--- src/rtl/multi_mode_ff_bank_pkg.sv ---
// Shared mode encodings and the per-bit next-state function for the mode-selectable flip-flop bank.
// Pure combinational helpers; no state, no latency, no backpressure.
package multi_mode_ff_bank_pkg;

  localparam logic [1:0] MODE_SR = 2'b00;
  localparam logic [1:0] MODE_JK = 2'b01;
  localparam logic [1:0] MODE_D  = 2'b10;
  localparam logic [1:0] MODE_T  = 2'b11;

  // SR 11 holds q; the error side effect is handled by the cell, not here.
  function automatic logic ff_next(input logic [1:0] mode, input logic q,
                                   input logic a, input logic b);
    logic nxt;
    nxt = q;
    case (mode)
      MODE_SR: begin
        case ({a, b})
          2'b10:   nxt = 1'b1;
          2'b01:   nxt = 1'b0;
          default: nxt = q;
        endcase
      end
      MODE_JK: begin
        case ({a, b})
          2'b10:   nxt = 1'b1;
          2'b01:   nxt = 1'b0;
          2'b11:   nxt = ~q;
          default: nxt = q;
        endcase
      end
      MODE_D:  nxt = a;
      default: nxt = q ^ a;
    endcase
    return nxt;
  endfunction

endpackage

--- src/rtl/multi_mode_ff_bank_cell.sv ---
// One bank bit: mode-selectable flip-flop plus sticky forbidden-input flag; q updates one edge after sampling.
// No backpressure: en=0 holds state, load overrides everything.
module mm_ff_cell
  import multi_mode_ff_bank_pkg::*;
(
  input  logic       clk,
  input  logic       rst_n,
  input  logic       en,
  input  logic [1:0] mode,
  input  logic       a,
  input  logic       b,
  input  logic       load,
  input  logic       load_val,
  input  logic       err_clr,
  output logic       q,
  output logic       err_flag,
  output logic       forbidden
);

  // Raw strobe: only an enabled, non-load SR cycle can be forbidden.
  assign forbidden = en && !load && (mode == MODE_SR) && a && b;

  always_ff @(posedge clk or negedge rst_n) begin
    if (!rst_n) begin
      q <= 1'b0;
    end else if (load) begin
      q <= load_val;
    end else if (en) begin
      q <= ff_next(mode, q, a, b);
    end
  end

  // Set wins over clear so an event on the clearing edge is never lost.
  always_ff @(posedge clk or negedge rst_n) begin
    if (!rst_n) begin
      err_flag <= 1'b0;
    end else if (forbidden) begin
      err_flag <= 1'b1;
    end else if (err_clr) begin
      err_flag <= 1'b0;
    end
  end

endmodule

--- src/rtl/multi_mode_ff_bank.sv ---
// WIDTH-bit bank of SR/JK/D/T flip-flops with parallel load, sticky error flags and a saturating error counter.
// Latency one edge; no backpressure (en=0 holds, load has priority over en).
module multi_mode_ff_bank
  import multi_mode_ff_bank_pkg::*;
#(
  parameter int WIDTH = 4,
  parameter int CNT_W = 8
) (
  input  logic             clk,
  input  logic             rst_n,
  input  logic             en,
  input  logic [1:0]       mode,
  input  logic [WIDTH-1:0] a,
  input  logic [WIDTH-1:0] b,
  input  logic             load,
  input  logic [WIDTH-1:0] load_val,
  input  logic             err_clr,
  output logic [WIDTH-1:0] q,
  output logic [WIDTH-1:0] qn,
  output logic [WIDTH-1:0] err_flag,
  output logic [CNT_W-1:0] err_cnt
);

  localparam logic [CNT_W-1:0] CNT_MAX = '1;

  logic [WIDTH-1:0] forbidden;
  logic             any_err;

  for (genvar i = 0; i < WIDTH; i++) begin : g_cell
    mm_ff_cell u_cell (
      .clk       (clk),
      .rst_n     (rst_n),
      .en        (en),
      .mode      (mode),
      .a         (a[i]),
      .b         (b[i]),
      .load      (load),
      .load_val  (load_val[i]),
      .err_clr   (err_clr),
      .q         (q[i]),
      .err_flag  (err_flag[i]),
      .forbidden (forbidden[i])
    );
  end

  assign qn      = ~q;
  assign any_err = |forbidden;

  // Counts cycles with any forbidden bit, not bits; sticks at all-ones.
  always_ff @(posedge clk or negedge rst_n) begin
    if (!rst_n) begin
      err_cnt <= '0;
    end else if (any_err && (err_cnt != CNT_MAX)) begin
      err_cnt <= err_cnt + 1'b1;
    end
  end

endmodule

--- config.mk ---
export PLATFORM = sky130hd
export DESIGN_NAME = multi_mode_ff_bank
export DESIGN_NICKNAME = d
export VERILOG_FILES = /design/src/rtl/multi_mode_ff_bank_pkg.sv /design/src/rtl/multi_mode_ff_bank_cell.sv /design/src/rtl/multi_mode_ff_bank.sv
export SDC_FILE = /design/constraint.sdc
export NUM_CORES = 1
export LEC_CHECK = 0
export ABC_AREA = 1
export CAP_MARGIN = 5
export CELL_PAD_IN_SITES_DETAIL_PLACEMENT = 2
export CELL_PAD_IN_SITES_GLOBAL_PLACEMENT = 2
export CORE_ASPECT_RATIO = 1.4
export CORE_MARGIN = 1
export CORE_UTILIZATION = 28
export CTS_BUF_LIST = sky130_fd_sc_hd__clkbuf_8
export DETAILED_ROUTE_END_ITERATION = 10
export PLACE_DENSITY_LB_ADDON = 0.12
export SKIP_CTS_REPAIR_TIMING = 1
export SLEW_MARGIN = 20
export SYNTH_ARGS = -nofsm -noshare
export SYNTH_HDL_FRONTEND = slang
export SYNTH_HIERARCHICAL = 1
export SYNTH_SLANG_ARGS = --single-unit
--- constraint.sdc ---
create_clock -name clk -period 3.8 [get_ports clk]
set_clock_uncertainty 0.1 [all_clocks]
set_input_delay 0.76 -clock clk [delete_from_list [all_inputs] [get_ports clk]]
set_output_delay 0.76 -clock clk [all_outputs]
set_load 0.02 [all_outputs]
Yosys cells after proc, flatten, opt, wreduce, memory -nomap -nowiden:

Index checks and enable logic that the tools add are counted.

* add/subtract/negate cells: 1
* $mul: 0
* div/mod/pow operators: 0
* $lt $le $gt $ge: 0
* eq/ne operators: 23
* shift operators: 0
* mux-type cells: 25
* bitwise operators: 9
* reductions and logical operators: 23

Operators by type and width (count)
* case mux 1 bit (3 select lines): 8
* != test 5 x 2 -> 1 bit, second input constant: 4
* == test 2 bit, second input constant: 9
* 2-to-1 mux 1 bit: 13
* != test 4 x 2 -> 1 bit, second input constant: 3
* AND reduction 3 bit: 4
* logical AND 1 bit: 11
* == test 2 x 1 -> 1 bit, second input constant: 5
* nonzero test 2 bit: 5
* adder 8 x 1 -> 8 bit, second input constant: 1
* != test 8 bit, second input constant: 1
* case mux 1 bit (2 select lines): 4
* != test 4 bit, second input constant: 1
* NOT 1 bit: 4
* NOT 4 bit: 1
* OR reduction 4 bit: 1
* bitwise XOR 1 bit: 4
* logical NOT 2 bit: 1
* logical NOT 1 bit: 1

* flip-flop bits (word level): 16
* latch bits: 0
* memory bits (writable): 0
* memory bits (read-only): 0
* input bits: 19
* output and inout bits: 20
* word-level logic and storage cells: 90
* memories kept: 0

Logic depth before layout (Yosys ltp):

* word-level depth: 7
* depth in mapped cells: 10
* depth with buffers taken out: 9

By module:

The synthesis kept the hierarchy.

By module, submodules not included
* mm_ff_cell: instances 4, cells an instance 30, area an instance 203.9 um^2, sequential area each 50.0 um^2
* multi_mode_ff_bank: instances 1, cells an instance 66, area an instance 489.2 um^2, sequential area each 200.2 um^2

Worst setup path after synthesis:

OpenSTA, ideal clock, no wires.

* path kind: input -> register
* from: in b[3]
* to: reg err_cnt[6]
* setup time: 113 ps
* arrival: 1580 ps
* data required time: 3587 ps
* slack: 2008 ps
* stages: 10
* buffers on the path: 1
* cell sequence: and3_1 nand3_1 inv_1 nor2_1 nand2_2 buf_2 nand3_1 nand2_1 nand2_1 inv_1

* longest elaborated chain between the ends: 3

RTL lines
* start: declaration: line multi_mode_ff_bank.sv:14 `input logic [WIDTH-1:0] b,`
* logical AND 1 bit: line multi_mode_ff_bank_cell.sv:21 `assign forbidden = en && !load && (mode == MODE_SR) && a && b;`
* named net forbidden[3]: line multi_mode_ff_bank.sv:26 `logic [WIDTH-1:0] forbidden;`
* OR reduction 4 bit: line multi_mode_ff_bank.sv:47 `assign any_err = |forbidden;`
* logical AND 1 bit: line multi_mode_ff_bank.sv:53 `end else if (any_err && (err_cnt != CNT_MAX)) begin`
* end signal: assignment: line multi_mode_ff_bank.sv:54 `err_cnt <= err_cnt + 1'b1;`
* end: declaration: line multi_mode_ff_bank.sv:21 `output logic [CNT_W-1:0] err_cnt`

The timed path passes the listed nets, and every way through them passes these cells.
A chain may end at the register's enable or synchronous reset.

Worst setup path after layout:

* from: in mode[0]
* to: reg err_cnt[6]

* longest elaborated chain between the ends: 6
* elaborated cells between the ends (all ways): 12
* classes of those cells: reduce/logical: 12

RTL lines
* start: declaration: line multi_mode_ff_bank.sv:12 `input logic [1:0] mode,`
* logical NOT 2 bit: line multi_mode_ff_bank_cell.sv:21
* logical AND 1 bit (3 in a row): line multi_mode_ff_bank_cell.sv:21
* named net forbidden[3]: line multi_mode_ff_bank.sv:26
* OR reduction 4 bit: line multi_mode_ff_bank.sv:47
* logical AND 1 bit: line multi_mode_ff_bank.sv:53

The timed path passes the listed nets, and every way through them passes these cells.

==> results.txt <==
* Result of the run: completed
* Accumulated negative setup slack: 0 ns
- Initial antenna violation count: 0
- Setup slack on the critical path of the routed design comes to 1.29 ns.
- Wires add up to 4160 um.
- Cell area after placement: 1760 sq um
* Area of the core: 4500 sq um
- Residual overflow from global routing: 0
* DP Worst Slack: 1.02 ns
- Final Cell Area: 1800 sq um
- 39 I/O pins were placed.
* Root buffer cell: sky130_fd_sc_hd__clkbuf_8
- Detail Placement HPWL: 3370 um
- Final hold violation count: 0
* Clock buffer count from CTS: 3
- Vias in the first global route: 1466
- The worst hold path begins at err_cnt[7].
- Buffers placed on the I/O ports in this run total 38.
- RSZ-0062 raised after global routing: no
- Fraction of power consumed by combinational cells: 39.5%
- Hold is met by 0.431 ns.
- CTS saw 16 sinks.
* Final-stage net count: 256
- Clock network fraction of design power: 22.5%
- In the final layout, the share of cells above drive strength 1 is 11.5%.
- Global routing used 17.9% of the available tracks.
- Counting every net in the synthesized netlist gives 214.
- Yosys Warn Count: 6
- Routability-driven placement finished with a final weighted congestion of 0.783.
- Relative contribution of sequential cells to total power: 38.0%
* Area of the mapped netlist: 1310 sq um
- TritonCTS built the clock tree.
* Horizontal die dimension: 59.7 um
* Arrival time worst endpoint: 2.56 ns
* Fraction of power spent switching nets: 37.2%
- VDD IR-drop max: 106 uV
* Routed len/inst: 14.4 um
- Crit. End Element: flip-flop
* Critical Path Slowest Stage Cell: sky130_fd_sc_hd__clkdlybuf4s50_1
- Measured along the y axis, the die boundary spans 82.8 um.
- The first TritonRoute pass finished after 4 iterations.
- The critical path starts at mode[0].
* Switching Power: 218 uW
- For this run, the slowest stage of the critical path takes 0.88 ns.
- Clock-pin slew was measured on the worst setup and hold paths at 0.07 ns.
- Data required time of the worst path: 3.85 ns
- DRC violation count after routing: 0
- Average cell area after synthesis: 7.02 sq um
* Transition at the pin with the smallest max-transition slack: 0.796 ns
* Number of diodes: 0
- Synthesis produced 186 cells.
- Synthesis inferred 16 register bits.
- Entering global routing, the biggest net connects 17 pins.
- The first global-routing pass estimated 6570 um of wire.
* Worst-skew pair later-pin latency: 0.25 ns
* Max-slew headroom at the worst pin: 46.8%
- In this run the worst path has a maximum fanout of 16.
- Cell chain of the critical path: clkdlybuf4s50_1 > nor2_1 > nand3_1 > inv_1 > nor2_1 > nand2_2 > nand3_1 > nand2_1 > nand2_1 > inv_1
- In this run, the number of DRC markers left after iteration 0 of detailed routing was 29.
- Highest attainable clock frequency: 398 MHz
- Maximum level of the CTS H-tree: 1
- Pwr per Cell Area: 327 nW/um^2
- Once the floorplan was initialized, standard cells occupied 29.0% of the core.
- Critical path start-end classification: primary input to flip-flop
- Final worst path period share: 66.2%
- Syn-to-layout area delta: 37.9%
- The final number of max-transition violations is 0.
* Register area share after synthesis: 30.7%
- For this block, the via count after detailed routing is 1403.
- STA classifies the critical path startpoint as a primary input.
- In this run, distinct cell masters in the synthesized netlist total 21.
* Worst min path class: flip-flop to flip-flop
* Row count: 29
* Start of the worst register-to-register path: err_cnt[0]
* Number of maximum-capacitance violations: 0
- Via density per instance: 4.87
* Count of nets left with antenna violations after detail routing: 0
- The die covers 4940 sq um.
* Final setup violating endpoints: 0
- The internal portion of the total power is 369 uW.
* Lkg Pwr: 0.000922 uW
* Clock period minus final worst setup slack: 2.51 ns
- The clock passes through at most 2 buffers.
## Yosys cell counts (all sizes together)
library cell / n / area, sq um
inv: 37 / 139
nand4: 4 / 25.0
buf: 1 / 5.00
nand2: 44 / 205
ha: 9 / 113
nor2: 20 / 85.1
nand3: 32 / 180
xnor2: 1 / 8.76
a21oi: 8 / 55.1
nand3b: 4 / 30.0
o21ai: 6 / 33.8
and3: 4 / 25.0
dfrtp: 16 / 400
## flip-flops by register name, indices dropped and copies added (netlist names)
signal and flops:
err_cnt 8, g_cell.u_cell/err_flag 4, g_cell.u_cell/q 4
## metrics by stage
step	util, %	instances	total power [uW]
5_1_grt	40.0	288	628
3_5_place_dp	39.1	285	465
4_1_cts	40.0	288	599
3_3_place_gp	39.1	285	450
2_1_floorplan	-	186	344
6_report	40.0	288	588
## layout make-up
class                           instances  area [sq um]
Inverter                               37           139
Fill cell                             553          2700
Clock buffer                            3          41.3
Timing Repair Buffer                   38           380
Sequential cell                        16           400
Tap cell                               62          77.6
Multi-Input combinational cell        132           761
## path summary, 6_finish.rpt
kind | end | slack [ns] | cells after the start
max | err_cnt[6] | 1.29 | 10
min | err_cnt[7] | 0.43 | 2
max reg2reg | err_cnt[5] | 2.39 | 7
min reg2reg | err_cnt[7] | 0.43 | 2
max in group asynchronous | err_cnt[3] | 2.23 | 1
min in group asynchronous | err_cnt[1] | 0.87 | 1
## power by group through the flow
| stage | clock network (uW) | logic (uW) | registers, uW |
|---|---|---|---|
| 2_1_floorplan | 0 | 94.8 | 249 |
| 3_3_place_gp | 0 | 225 | 225 |
| 3_5_place_dp | 0 | 237 | 228 |
| 4_1_cts | 136 | 237 | 225 |
| 5_1_grt | 143 | 256 | 229 |
| 6_report | 132 | 232 | 224 |
## layer usage
metal  vias to the layer above  part of all wire, %  track usage (%)
met5                         -                    0                0
met4                         0                  2.0             8.60
met3                         8                  2.6             1.55
met2                        32                   60             36.0
met1                       695                   35             17.8
li1                        668                    -                -
## logic make-up (layout without fill, tap and decap cells)
logic type | Yosys count | after routing | share of synthesized area, %
and+or+nand+nor | 108 | 108 | 42.2
xor gates and xnor gates | 1 | 1 | 0.671
DFF | 16 | 16 | 30.7
AOI/OAI and AO/OA | 14 | 14 | 6.81
buffers and inverters | 38 | 78 | 11.0
adders and majority gates | 9 | 9 | 8.63
## critical path: cells and delay by family
kind	cells	cell delay, ns
buf+inv	3	0.97
simple gates	7	0.81
## cell usage in the layout, fill, tap and decap left out, drive strengths merged
cell / Yosys / routed
nand2: 44 / 44
a21oi: 8 / 8
clkdlybuf4s50: 0 / 38
ha: 9 / 9
xnor2: 1 / 1
nand3: 32 / 32
nand3b: 4 / 4
inv: 37 / 37
nor2: 20 / 20
nand4: 4 / 4
dfrtp: 16 / 16
o21ai: 6 / 6
and3: 4 / 4
clkbuf: 0 / 3
No activity file was read; power rests on OpenSTA's default activity.
==> RTL edit (same flow settings) <==
Reset style: synchronous (`rst_n`), changed in 3 clocked blocks.
--- a/src/rtl/multi_mode_ff_bank_cell.sv
+++ b/src/rtl/multi_mode_ff_bank_cell.sv
@@ -20,7 +20,7 @@
   // Raw strobe: only an enabled, non-load SR cycle can be forbidden.
   assign forbidden = en && !load && (mode == MODE_SR) && a && b;
 
-  always_ff @(posedge clk or negedge rst_n) begin
+  always_ff @(posedge clk) begin
     if (!rst_n) begin
       q <= 1'b0;
     end else if (load) begin
@@ -31,7 +31,7 @@
   end
 
   // Set wins over clear so an event on the clearing edge is never lost.
-  always_ff @(posedge clk or negedge rst_n) begin
+  always_ff @(posedge clk) begin
     if (!rst_n) begin
       err_flag <= 1'b0;
     end else if (forbidden) begin
--- a/src/rtl/multi_mode_ff_bank.sv
+++ b/src/rtl/multi_mode_ff_bank.sv
@@ -47,7 +47,7 @@
   assign any_err = |forbidden;
 
   // Counts cycles with any forbidden bit, not bits; sticks at all-ones.
-  always_ff @(posedge clk or negedge rst_n) begin
+  always_ff @(posedge clk) begin
     if (!rst_n) begin
       err_cnt <= '0;
     end else if (any_err && (err_cnt != CNT_MAX)) begin
Function: differs if rst_n is asserted again (counterexample within 4 cycles, from zero or initial values and one cycle with rst_n low); with rst_n held inactive, the same outputs for 10 cycles.
==> RTL edit against the original RTL <==
Setup slack worse by 0.11 ns. Critical endpoint is now err_cnt[5]. Highest routed layer unchanged. Maximum frequency is 4.2% lower. Global-route usage is 1.8 points higher. Total power is 26% lower. Largest cell class unchanged. Sequential power is 19% lower. Sequential cell count stayed put. Design area is 0.77% lower. Wire length is 3.3% higher. Synthesized area is 1.2% lower. Register-to-register slack worse by 0.14 ns. Combinational power is 46% lower. Die area is 1.2% lower.
==> RTL edit: results (changes against the original RTL) <==
Status
  • Status: finished, final reports clean (unchanged)

Place
  • Post-DP Area: 1740 um2 (was 1760 um2)
  • Placer congestion estimate: 0.760 (was 0.783)
  • Dpl hpwl: 3.54 mm (was 3.37 mm)
  • Buffers on Ports: 38 (unchanged)

Global routing
  • Largest net degree at the start of global routing: 17 (unchanged)
  • Initial antenna violation count: 0 (unchanged)
  • First-pass GRT wire length: 7.21 mm (was 6.57 mm)
  • Vias in the first global route: 1568 (was 1466)
  • Gr usage total: 19.7% (was 17.9%)

Cells and area
  • NumNets Final: 265 (was 256)
  • Fillers: 548 (was 553)
  • Share of layout cells above drive strength 1: 17.4% (was 11.5%)
  • Largest registers: err_cnt x8, g_cell.u_cell/err_flag x4, g_cell.u_cell/q x4 (unchanged)
  • ANT cells: 0 (unchanged)

Logic synthesis
  • Register area share after synthesis: 24.9% (was 30.7%)
  • Synth cell count leaders: 35 x nand2_1, 30 x inv_1, 21 x nand3_1 (was 37 x inv_1, 32 x nand2_1, 28 x nand3_1)
  • Distinct cell type count after synthesis: 22 (was 21)
  • Area share of fa/ha/maj cells after synthesis: 8.74% (was 8.63%)
  • Syn Nets: 222 (was 214)
  • Post-synthesis xor/xnor area fraction: 0.680% (was 0.671%)
  • Total number of yosys warnings: 6 (unchanged)
  • Largest cells by area after synthesis: dfxtp_1 25%, nand2_1 10%, ha_1 8.7% (was dfrtp_1 31%, nand3_1 11%, inv_1 11%)
  • Complex-gate fraction of the synthesized area: 11.0% (was 6.81%)
  • Ys async rst share: 0% (was 100%)
  • Top_reg_cell synth: dfxtp_1 (was dfrtp_1)
  • Mux share of post-synthesis cell area: 0% (unchanged)

Clock tree
  • CTS max path bufs: 2 (unchanged)
  • CTS root buf: clkbuf_8 (unchanged)
  • Clock transition at the registers of the reported paths: 0.07 ns (about the same)
  • # H-tree levels: 1 (unchanged)
  • Total CTS buffers: 3 (unchanged)
  • Clock latency on the worst-skew pair: 0.25 ns (about the same)

STA
  • Slew Limit Headroom: 56.5% (was 46.8%)
  • Slew Limit Fails: 0 (unchanged)

Route
  • Total wire length: 4.30 mm (was 4.16 mm)
  • First DRT Iteration DRCs: 46 (was 29)
  • Vias: 1414 (was 1403)
  • Drt pass-1 iters: 3 (was 4)

Worst setup path
  • Worst Path Arrival: 2.67 ns (was 2.56 ns)
  • Crit path max-delay cell type: clkdlybuf4s50_1 (unchanged)
  • Slowest stage delay, CP: 0.74 ns (was 0.88 ns)
  • Crit-path leading delay family: simple AND/OR/NAND/NOR gates (was buffers and inverters)
  • CP Max Fanout: 16 (unchanged)

Power
  • Leakage power: 0.825 nW (was 0.922 nW)
  • Worst vdd ir: 0.107 mV (was 0.106 mV)
==> RTL edit: cell count changes after synthesis, moves of 5 or more <==
cell	before	now
dfrtp_1	16	0
dfxtp_1	0	16
inv_2	0	5
nand3_1	28	21
inv_1	37	30
==> RTL edit: path summary, 6_finish.rpt <==
path	to	cells past startpoint	slack (ns)	startpoint
max	err_cnt[5]	11	1.17	mode[0]
min	g_cell[1].u_cell/err_flag	2	0.38	g_cell[1].u_cell/err_flag
max reg2reg	err_cnt[1]	8	2.25	err_cnt[0]
min reg2reg	g_cell[1].u_cell/err_flag	2	0.38	g_cell[1].u_cell/err_flag
==> RTL edit: cell families after synthesis <==
logic type | after synthesis
AO/OA/AOI/OAI | 22
XOR/XNOR | 1
adder cells (fa/ha/maj) | 9
buffers and inverters | 35
flip-flops | 16
AND/OR/NAND/NOR | 111
==> RTL edit: worst min-delay path: cells and delay by family (launching register included) <==
| family | cells | cell delay (ns) |
|---|---|---|
| and+or+nand+nor | 1 | 0.06 |
| AOI/OAI and AO/OA | 1 | 0.05 |
| DFF | 1 | 0.32 |
==> RTL edit: final cells by class <==
type                            instances  area, um2  area share (%)
Multi-Input combinational cell        143        837            46.9
Timing Repair Buffer                   38        380            21.3
Sequential cell                        16        320            17.9
Inverter                               35        131            7.36
Tap cell                               60       75.1            4.20
Clock buffer                            3       41.3            2.31
==> RTL edit: metal layers <==
metal	part of all wire [%]	GRT usage (%)
met5	0	0
met4	0.49	5.00
met3	2.7	2.02
met2	60	41.5
met1	37	19.5
==> RTL edit: metrics by stage <==
| step | hold WS (ns) | cells | total power [mW] | worst slack (ns) |
|---|---|---|---|---|
| floorplan | 0.439 | 194 | 0.246 | 1.97 |
| global placement | 0.365 | 292 | 0.304 | 1.00 |
| detailed placement | 0.372 | 292 | 0.314 | 0.885 |
| CTS | 0.383 | 295 | 0.447 | 1.13 |
| global route | 0.421 | 295 | 0.464 | 0.918 |
| finish | 0.383 | 295 | 0.438 | 1.17 |
==> RTL edit: power by group <==
group / switching (mW) / internal [mW]
clock: 0.0597 / 0.0702
sequential: 0.00862 / 0.173
combinational: 0.0683 / 0.0575
